<file path="config.mk">
export PLATFORM = sky130hd
export DESIGN_NAME = rf_wb_arbiter_flat
export DESIGN_NICKNAME = d
export VERILOG_FILES = /design/src/rtl/rf_wb_arbiter_if.sv /design/src/rtl/rf_wb_arbiter.sv /design/src/flat_wrapper.sv
export SDC_FILE = /design/constraint.sdc
export NUM_CORES = 1
export LEC_CHECK = 0
export CAP_MARGIN = 25
export CORE_MARGIN = 3
export CORE_UTILIZATION = 50
export CTS_BUF_LIST = sky130_fd_sc_hd__clkbuf_8
export DETAILED_ROUTE_END_ITERATION = 10
export GPL_TIMING_DRIVEN = 0
export PLACE_DENSITY = 0.8
export SYNTH_ARGS = -nofsm -noshare
export SYNTH_HDL_FRONTEND = slang
export SYNTH_SLANG_ARGS = --single-unit
</file>
<file path="constraint.sdc">
create_clock -name clk_i -period 3.1 [get_ports clk_i]
set_input_delay 0.775 -clock clk_i [delete_from_list [all_inputs] [get_ports clk_i]]
set_output_delay 0.775 -clock clk_i [all_outputs]
set_load 0.005 [all_outputs]
</file>
<file path="src/rtl/rf_wb_arbiter_if.sv">
// Writeback bus between the ALU/LSU sources, the register file and its read ports.
// The arbiter sits on the slave side; the master side is the surrounding pipeline.
interface rf_wb_arbiter_if #(
  parameter int XLEN = 32
);
  logic            alu_valid_i;
  logic [4:0]      alu_addr_i;
  logic [XLEN-1:0] alu_data_i;
  logic            lsu_valid_i;
  logic            lsu_ready_o;
  logic [4:0]      lsu_addr_i;
  logic [XLEN-1:0] lsu_data_i;
  logic            write_enable_o;
  logic [4:0]      write_addr_o;
  logic [XLEN-1:0] write_data_o;
  logic [4:0]      rd_addr1_i;
  logic [4:0]      rd_addr2_i;
  logic            fwd1_hit_o;
  logic [XLEN-1:0] fwd1_data_o;
  logic            fwd2_hit_o;
  logic [XLEN-1:0] fwd2_data_o;
  logic            busy_o;

  modport master (
    output alu_valid_i, alu_addr_i, alu_data_i,
    output lsu_valid_i, lsu_addr_i, lsu_data_i,
    output rd_addr1_i, rd_addr2_i,
    input  lsu_ready_o,
    input  write_enable_o, write_addr_o, write_data_o,
    input  fwd1_hit_o, fwd1_data_o,
    input  fwd2_hit_o, fwd2_data_o,
    input  busy_o
  );

  modport slave (
    input  alu_valid_i, alu_addr_i, alu_data_i,
    input  lsu_valid_i, lsu_addr_i, lsu_data_i,
    input  rd_addr1_i, rd_addr2_i,
    output lsu_ready_o,
    output write_enable_o, write_addr_o, write_data_o,
    output fwd1_hit_o, fwd1_data_o,
    output fwd2_hit_o, fwd2_data_o,
    output busy_o
  );
endinterface

</file>
<file path="src/rtl/rf_wb_arbiter.sv">
// Merges ALU and LSU writeback into one register-file write port.
// Define RF_WB_FWD_EN to build forwarding of pending values to the read ports.
module rf_wb_arbiter #(
  parameter int DEPTH = 4,
  parameter int XLEN  = 32
) (
  input logic           clk_i,
  input logic           rst_ni,
  rf_wb_arbiter_if.slave bus
);

  localparam int AW = $clog2(DEPTH);
  localparam int CW = AW + 1;

  logic [4:0]      q_addr [DEPTH];
  logic [XLEN-1:0] q_data [DEPTH];
  logic [DEPTH-1:0] q_vld;
  logic [AW-1:0]   rptr;
  logic [AW-1:0]   wptr;
  logic [CW-1:0]   count;

  logic            we_q;
  logic [4:0]      wa_q;
  logic [XLEN-1:0] wd_q;

  logic empty;
  logic alu_go;
  logic head_vld;
  logic lsu_xfer;
  logic lsu_keep;
  logic sel_head;
  logic sel_lsu;
  logic pop;
  logic push;

  assign empty    = (count == '0);
  assign alu_go   = bus.alu_valid_i && (bus.alu_addr_i != 5'd0);
  assign head_vld = !empty && q_vld[rptr];
  assign lsu_xfer = bus.lsu_valid_i && bus.lsu_ready_o;
  assign lsu_keep = lsu_xfer && (bus.lsu_addr_i != 5'd0);

  // ALU first, then a live head, then an LSU bypass into an empty FIFO
  assign sel_head = !alu_go && head_vld;
  assign sel_lsu  = !alu_go && empty && lsu_keep;

  // Killed heads drain even while the ALU owns the port
  assign pop  = !empty && (sel_head || !q_vld[rptr]);
  assign push = lsu_keep && !sel_lsu;

  assign bus.lsu_ready_o    = (count != CW'(DEPTH));
  assign bus.write_enable_o = we_q;
  assign bus.write_addr_o   = wa_q;
  assign bus.write_data_o   = wd_q;
  assign bus.busy_o         = !empty || we_q;

  // Output register, FIFO storage, WAW kill and pointer update
  always_ff @(posedge clk_i or negedge rst_ni) begin
    if (!rst_ni) begin
      we_q  <= 1'b0;
      wa_q  <= '0;
      wd_q  <= '0;
      rptr  <= '0;
      wptr  <= '0;
      count <= '0;
      q_vld <= '0;
      for (int i = 0; i < DEPTH; i++) begin
        q_addr[i] <= '0;
        q_data[i] <= '0;
      end
    end else begin
      we_q <= alu_go || sel_head || sel_lsu;
      unique case (1'b1)
        alu_go: begin
          wa_q <= bus.alu_addr_i;
          wd_q <= bus.alu_data_i;
        end
        sel_head: begin
          wa_q <= q_addr[rptr];
          wd_q <= q_data[rptr];
        end
        sel_lsu: begin
          wa_q <= bus.lsu_addr_i;
          wd_q <= bus.lsu_data_i;
        end
        default: begin
          wa_q <= wa_q;
          wd_q <= wd_q;
        end
      endcase
      if (alu_go) begin
        for (int i = 0; i < DEPTH; i++) begin
          if (q_vld[i] && q_addr[i] == bus.alu_addr_i)
            q_vld[i] <= 1'b0;
        end
      end
      if (pop) begin
        q_vld[rptr] <= 1'b0;
        rptr        <= rptr + 1'b1;
      end
      if (push) begin
        q_vld[wptr]  <= 1'b1;
        q_addr[wptr] <= bus.lsu_addr_i;
        q_data[wptr] <= bus.lsu_data_i;
        wptr         <= wptr + 1'b1;
      end
      count <= count + CW'(push) - CW'(pop);
    end
  end

`ifdef RF_WB_FWD_EN
  function automatic logic [XLEN:0] fwd_lookup(input logic [4:0] a);
    logic [XLEN:0] r;
    logic [AW-1:0] idx;
    r = '0;
    if (a != 5'd0) begin
      if (we_q && wa_q == a)
        r = {1'b1, wd_q};
      for (int i = 0; i < DEPTH; i++) begin
        idx = rptr + AW'(i);
        if (CW'(i) < count && q_vld[idx] && q_addr[idx] == a)
          r = {1'b1, q_data[idx]};
      end
    end
    return r;
  endfunction

  // Youngest valid FIFO entry wins, then the output register
  always_comb begin
    {bus.fwd1_hit_o, bus.fwd1_data_o} = fwd_lookup(bus.rd_addr1_i);
    {bus.fwd2_hit_o, bus.fwd2_data_o} = fwd_lookup(bus.rd_addr2_i);
  end
`else
  logic unused_rd;
  assign unused_rd = ^{bus.rd_addr1_i, bus.rd_addr2_i};

  assign bus.fwd1_hit_o  = 1'b0;
  assign bus.fwd1_data_o = '0;
  assign bus.fwd2_hit_o  = 1'b0;
  assign bus.fwd2_data_o = '0;
`endif

endmodule
</file>
<file path="src/flat_wrapper.sv">
// flat-port wrapper written by rule: the top's interface ports become plain ports
module rf_wb_arbiter_flat 
#(
  parameter int DEPTH = 4,
  parameter int XLEN  = 32
)
  (clk_i, rst_ni, bus_alu_valid_i, bus_alu_addr_i, bus_alu_data_i, bus_lsu_valid_i, bus_lsu_addr_i, bus_lsu_data_i, bus_rd_addr1_i, bus_rd_addr2_i, bus_lsu_ready_o, bus_write_enable_o, bus_write_addr_o, bus_write_data_o, bus_fwd1_hit_o, bus_fwd1_data_o, bus_fwd2_hit_o, bus_fwd2_data_o, bus_busy_o);
  rf_wb_arbiter_if #(.XLEN(XLEN)) bus_i ();
  input logic clk_i;
  input logic rst_ni;
  input wire logic [$bits(bus_i.alu_valid_i)-1:0] bus_alu_valid_i;
  input wire logic [$bits(bus_i.alu_addr_i)-1:0] bus_alu_addr_i;
  input wire logic [$bits(bus_i.alu_data_i)-1:0] bus_alu_data_i;
  input wire logic [$bits(bus_i.lsu_valid_i)-1:0] bus_lsu_valid_i;
  input wire logic [$bits(bus_i.lsu_addr_i)-1:0] bus_lsu_addr_i;
  input wire logic [$bits(bus_i.lsu_data_i)-1:0] bus_lsu_data_i;
  input wire logic [$bits(bus_i.rd_addr1_i)-1:0] bus_rd_addr1_i;
  input wire logic [$bits(bus_i.rd_addr2_i)-1:0] bus_rd_addr2_i;
  output wire logic [$bits(bus_i.lsu_ready_o)-1:0] bus_lsu_ready_o;
  output wire logic [$bits(bus_i.write_enable_o)-1:0] bus_write_enable_o;
  output wire logic [$bits(bus_i.write_addr_o)-1:0] bus_write_addr_o;
  output wire logic [$bits(bus_i.write_data_o)-1:0] bus_write_data_o;
  output wire logic [$bits(bus_i.fwd1_hit_o)-1:0] bus_fwd1_hit_o;
  output wire logic [$bits(bus_i.fwd1_data_o)-1:0] bus_fwd1_data_o;
  output wire logic [$bits(bus_i.fwd2_hit_o)-1:0] bus_fwd2_hit_o;
  output wire logic [$bits(bus_i.fwd2_data_o)-1:0] bus_fwd2_data_o;
  output wire logic [$bits(bus_i.busy_o)-1:0] bus_busy_o;
  assign bus_i.alu_valid_i = bus_alu_valid_i;
  assign bus_i.alu_addr_i = bus_alu_addr_i;
  assign bus_i.alu_data_i = bus_alu_data_i;
  assign bus_i.lsu_valid_i = bus_lsu_valid_i;
  assign bus_i.lsu_addr_i = bus_lsu_addr_i;
  assign bus_i.lsu_data_i = bus_lsu_data_i;
  assign bus_i.rd_addr1_i = bus_rd_addr1_i;
  assign bus_i.rd_addr2_i = bus_rd_addr2_i;
  assign bus_lsu_ready_o = bus_i.lsu_ready_o;
  assign bus_write_enable_o = bus_i.write_enable_o;
  assign bus_write_addr_o = bus_i.write_addr_o;
  assign bus_write_data_o = bus_i.write_data_o;
  assign bus_fwd1_hit_o = bus_i.fwd1_hit_o;
  assign bus_fwd1_data_o = bus_i.fwd1_data_o;
  assign bus_fwd2_hit_o = bus_i.fwd2_hit_o;
  assign bus_fwd2_data_o = bus_i.fwd2_data_o;
  assign bus_busy_o = bus_i.busy_o;
  rf_wb_arbiter #(.DEPTH(DEPTH), .XLEN(XLEN)) u_core (.clk_i(clk_i), .rst_ni(rst_ni), .bus(bus_i));
endmodule
</file>
==> results.ini <==
[power]
p_comb_share_pct = 46.6
p_clk_share_pct = 13.3
leakage_nw = 5.07
switching_power_mw = 3.97
ir_drop_mv = 0.444
pwr-share-seq_pct = 40.2
p_sw_share_pct = 33.9
intPower_mw = 7.74
p_per_area_mw_per_mm2 = 956

[route]
highest_layer = met4
wl_met3_um = 1500
firstDrtPassIters = 5
wl_um = 24300
vias = 6953
wl_met1_um = 10400
ant_nets = 0
wl_met2_um = 12100
remaining_drc_errors = 0
wl_per_cell_um = 19.4
vias_per_cell = 5.54
drtIter0Drc = 493

[place]
hpwl_um = 17200
dp_slack_ps = -458
routabilityCongestion = 0.850
io_buffer_count = 112

[finish]
syn_to_final_growth_pct = 20.6
fin_util_pct = 62.1
mostFrequentLayoutCell = dfrtp_1
nets = 1078
n_antenna_cell = 0
seqCellArea_mm2 = 0.00493
drive_above_1_share_pct = 33.9
layout_common_cells = dfrtp_1 (197), mux2_2 (146), clkdlybuf4s50_1 (111), nand2_1 (71), buf_4 (68)
multi_input_area_mm2 = 0.00458
fillers = 1543

[grt]
grt_pass1_vias = 7042
grt_max_degree = 120
grt_overflow = 0
grt_util_all_layers_pct = 22.4
grt_pass1_wl_um = 38600
antenna_found_initial = 0

[clock_tree]
cts-root-buf = clkbuf_8
post_cts_buffers = 0
clk_pin_slew_ps = 90
clkLatencyLatePin_ps = 460
clock_sinks = 197
cts_inserted_buffers = 17
ctsLongestPathBuffers = 2
htreeDepth = 4
cts_tree = done

[die]
die_area_mm2 = 0.0220
fp.dieW_um = 148
rows = 51
initial_core_util_pct = 51.5
die_height_um = 148
ios = 194
core_area_mm2 = 0.0197

[synth]
synthTopCellsByArea = dfrtp_1 (49%), mux2_2 (16%), mux4_2 (8.4%)
synthArstFlopShare_pct = 100
yosys_warnings = 0
synth_edf_count = 0
synthFlopType = dfrtp_1
syn-instance-count = 784
synth_cell_type_count = 41
ys_seq_area_share_pct = 48.6
ys_ff_latch = 197
synth_top_area_share_pct = 48.6
yosysTopAreaCell = dfrtp_1
syn_area_mm2 = 0.0102
avgSynthCellArea_um2 = 12.9

[min_path]
hp-class = in -> async

[timing]
fin_tns_setup_ps = 0
clock-skew-final_ps = 10.9
setup_viol = 0
worst_slew_pin_slew_ps = 905
hold_violations = 0
relSlewSlack_pct = 39.6
max_freq_mhz = 329
period_minus_slack_ps = 3040
finalMaxSlewViolations = 0
fin_ws_ps = 63.4
fin_crit_sh_pct = 98.0
rsz0062_at_grt = no

[status]
status = completed

[critical_path]
cp-start-kind = primary input
worstPathRequired_ps = 3490
worstPathArrival_ps = 3430
endpoint_kind = flip-flop
worstSetupPathType = in -> reg
worstPathMaxFanout = 6

[run]
maxCapViolCount = 0

Yosys cell counts (5+ instances only):
library cell / instances
clkbuf_1: 29
nand2_1: 71
mux2_2: 146
dfrtp_1: 197
a32oi_1: 5
a41oi_2: 20
ha_1: 10
xor2_1: 12
inv_1: 14
a41oi_1: 12
a31oi_1: 5
buf_2: 16
nor4_1: 37
xnor2_1: 12
buf_6: 11
buf_4: 68
mux4_2: 38
nand3_1: 36
layout make-up:
class                      instances  share of cell area [%]
clock inverter                     8                   0.491
inverter                          14                   0.429
sequential                       197                    40.3
tap                              265                    2.71
multi-input combinational        510                    37.4
clock buffer                      22                    2.47
timing repair buffer             113                    9.42
buffer                           126                    6.79
metrics by stage:
stage          cell area [um^2]  instances  total power [mW]  hold slack [ps]
2_1_floorplan             10400        849              8.39              452
3_3_place_gp              11800       1226              9.96              462
6_report                  12200       1255              11.7              393
4_1_cts                   12200       1257              11.8              416
5_1_grt                   12200       1255              12.4              436
3_5_place_dp              11900       1227              10.2              480
worst max-delay path, stage by stage:
cell,delay [ps]
clkdlybuf4s50_1,510
or4_1,620
o21ai_1,340
a21oi_1,170
ha_1,270
fa_1,380
xnor2_1,210
xnor2_1,150
metal layers:
metal | track usage [%] | vias to the layer above
met5 | 0 | -
met4 | 6.24 | 0
met3 | 4.69 | 26
met2 | 37.7 | 236
met1 | 29.6 | 3572
li1 | - | 3119
worst paths after layout:
| path | start | to | slack (ps) | depth (start not counted) |
|---|---|---|---|---|
| max in group asynchronous | rst_ni | u_core.q_data[122] | 1820 | 2 |
| worst max-delay path | bus_lsu_addr_i[1] | u_core.count[2] | 60 | 8 |
| worst min-delay path | rst_ni | u_core.bus.write_data_o[12] | 390 | 1 |
| worst min register to register | u_core.q_data[41] | u_core.q_data[41] | 500 | 1 |
| min in group clk_i | u_core.q_data[41] | u_core.q_data[41] | 500 | 1 |
| worst max register to register | u_core.rptr[0] | u_core.count[2] | 360 | 10 |
flip-flops by register name, indices dropped and copies added, names as in the netlist:
| signal | cells |
|---|---|
| u_core.q_data | 128 |
| u_core.bus.write_data_o | 32 |
| u_core.q_addr | 20 |
| u_core.bus.write_addr_o | 5 |
| u_core.q_vld | 4 |
| u_core.count | 3 |
| u_core.rptr | 2 |
| u_core.wptr | 2 |
| u_core.bus.write_enable_o | 1 |
what timing repair did:
action | in CTS | in global routing
hold buffers | 0 | 0
endpoints found under the hold margin | 0 | 0
endpoints found under the setup margin | 0 | 23
gates resized for setup | 0 | 1
cell families after synthesis:
family,count (synthesis),synth area share (%)
muxes,188,25.1
adders and majority gates,11,1.43
AOI/OAI and AO/OA,59,6.27
xor gates and xnor gates,24,2.07
and+or+nand+nor,162,7.78
other,1,0.0369
buffers and inverters,142,8.78
DFF,197,48.6
power by group through the flow:
stage | clock [mW] | sequential [mW] | combinational (mW)
6_report | 1.55 | 4.70 | 5.45
5_1_grt | 1.70 | 4.84 | 5.88
4_1_cts | 1.59 | 4.68 | 5.48
3_5_place_dp | 0 | 4.73 | 5.47
3_3_place_gp | 0 | 4.66 | 5.30
2_1_floorplan | 0 | 4.50 | 3.90
(Power assumes the default switching activity.)
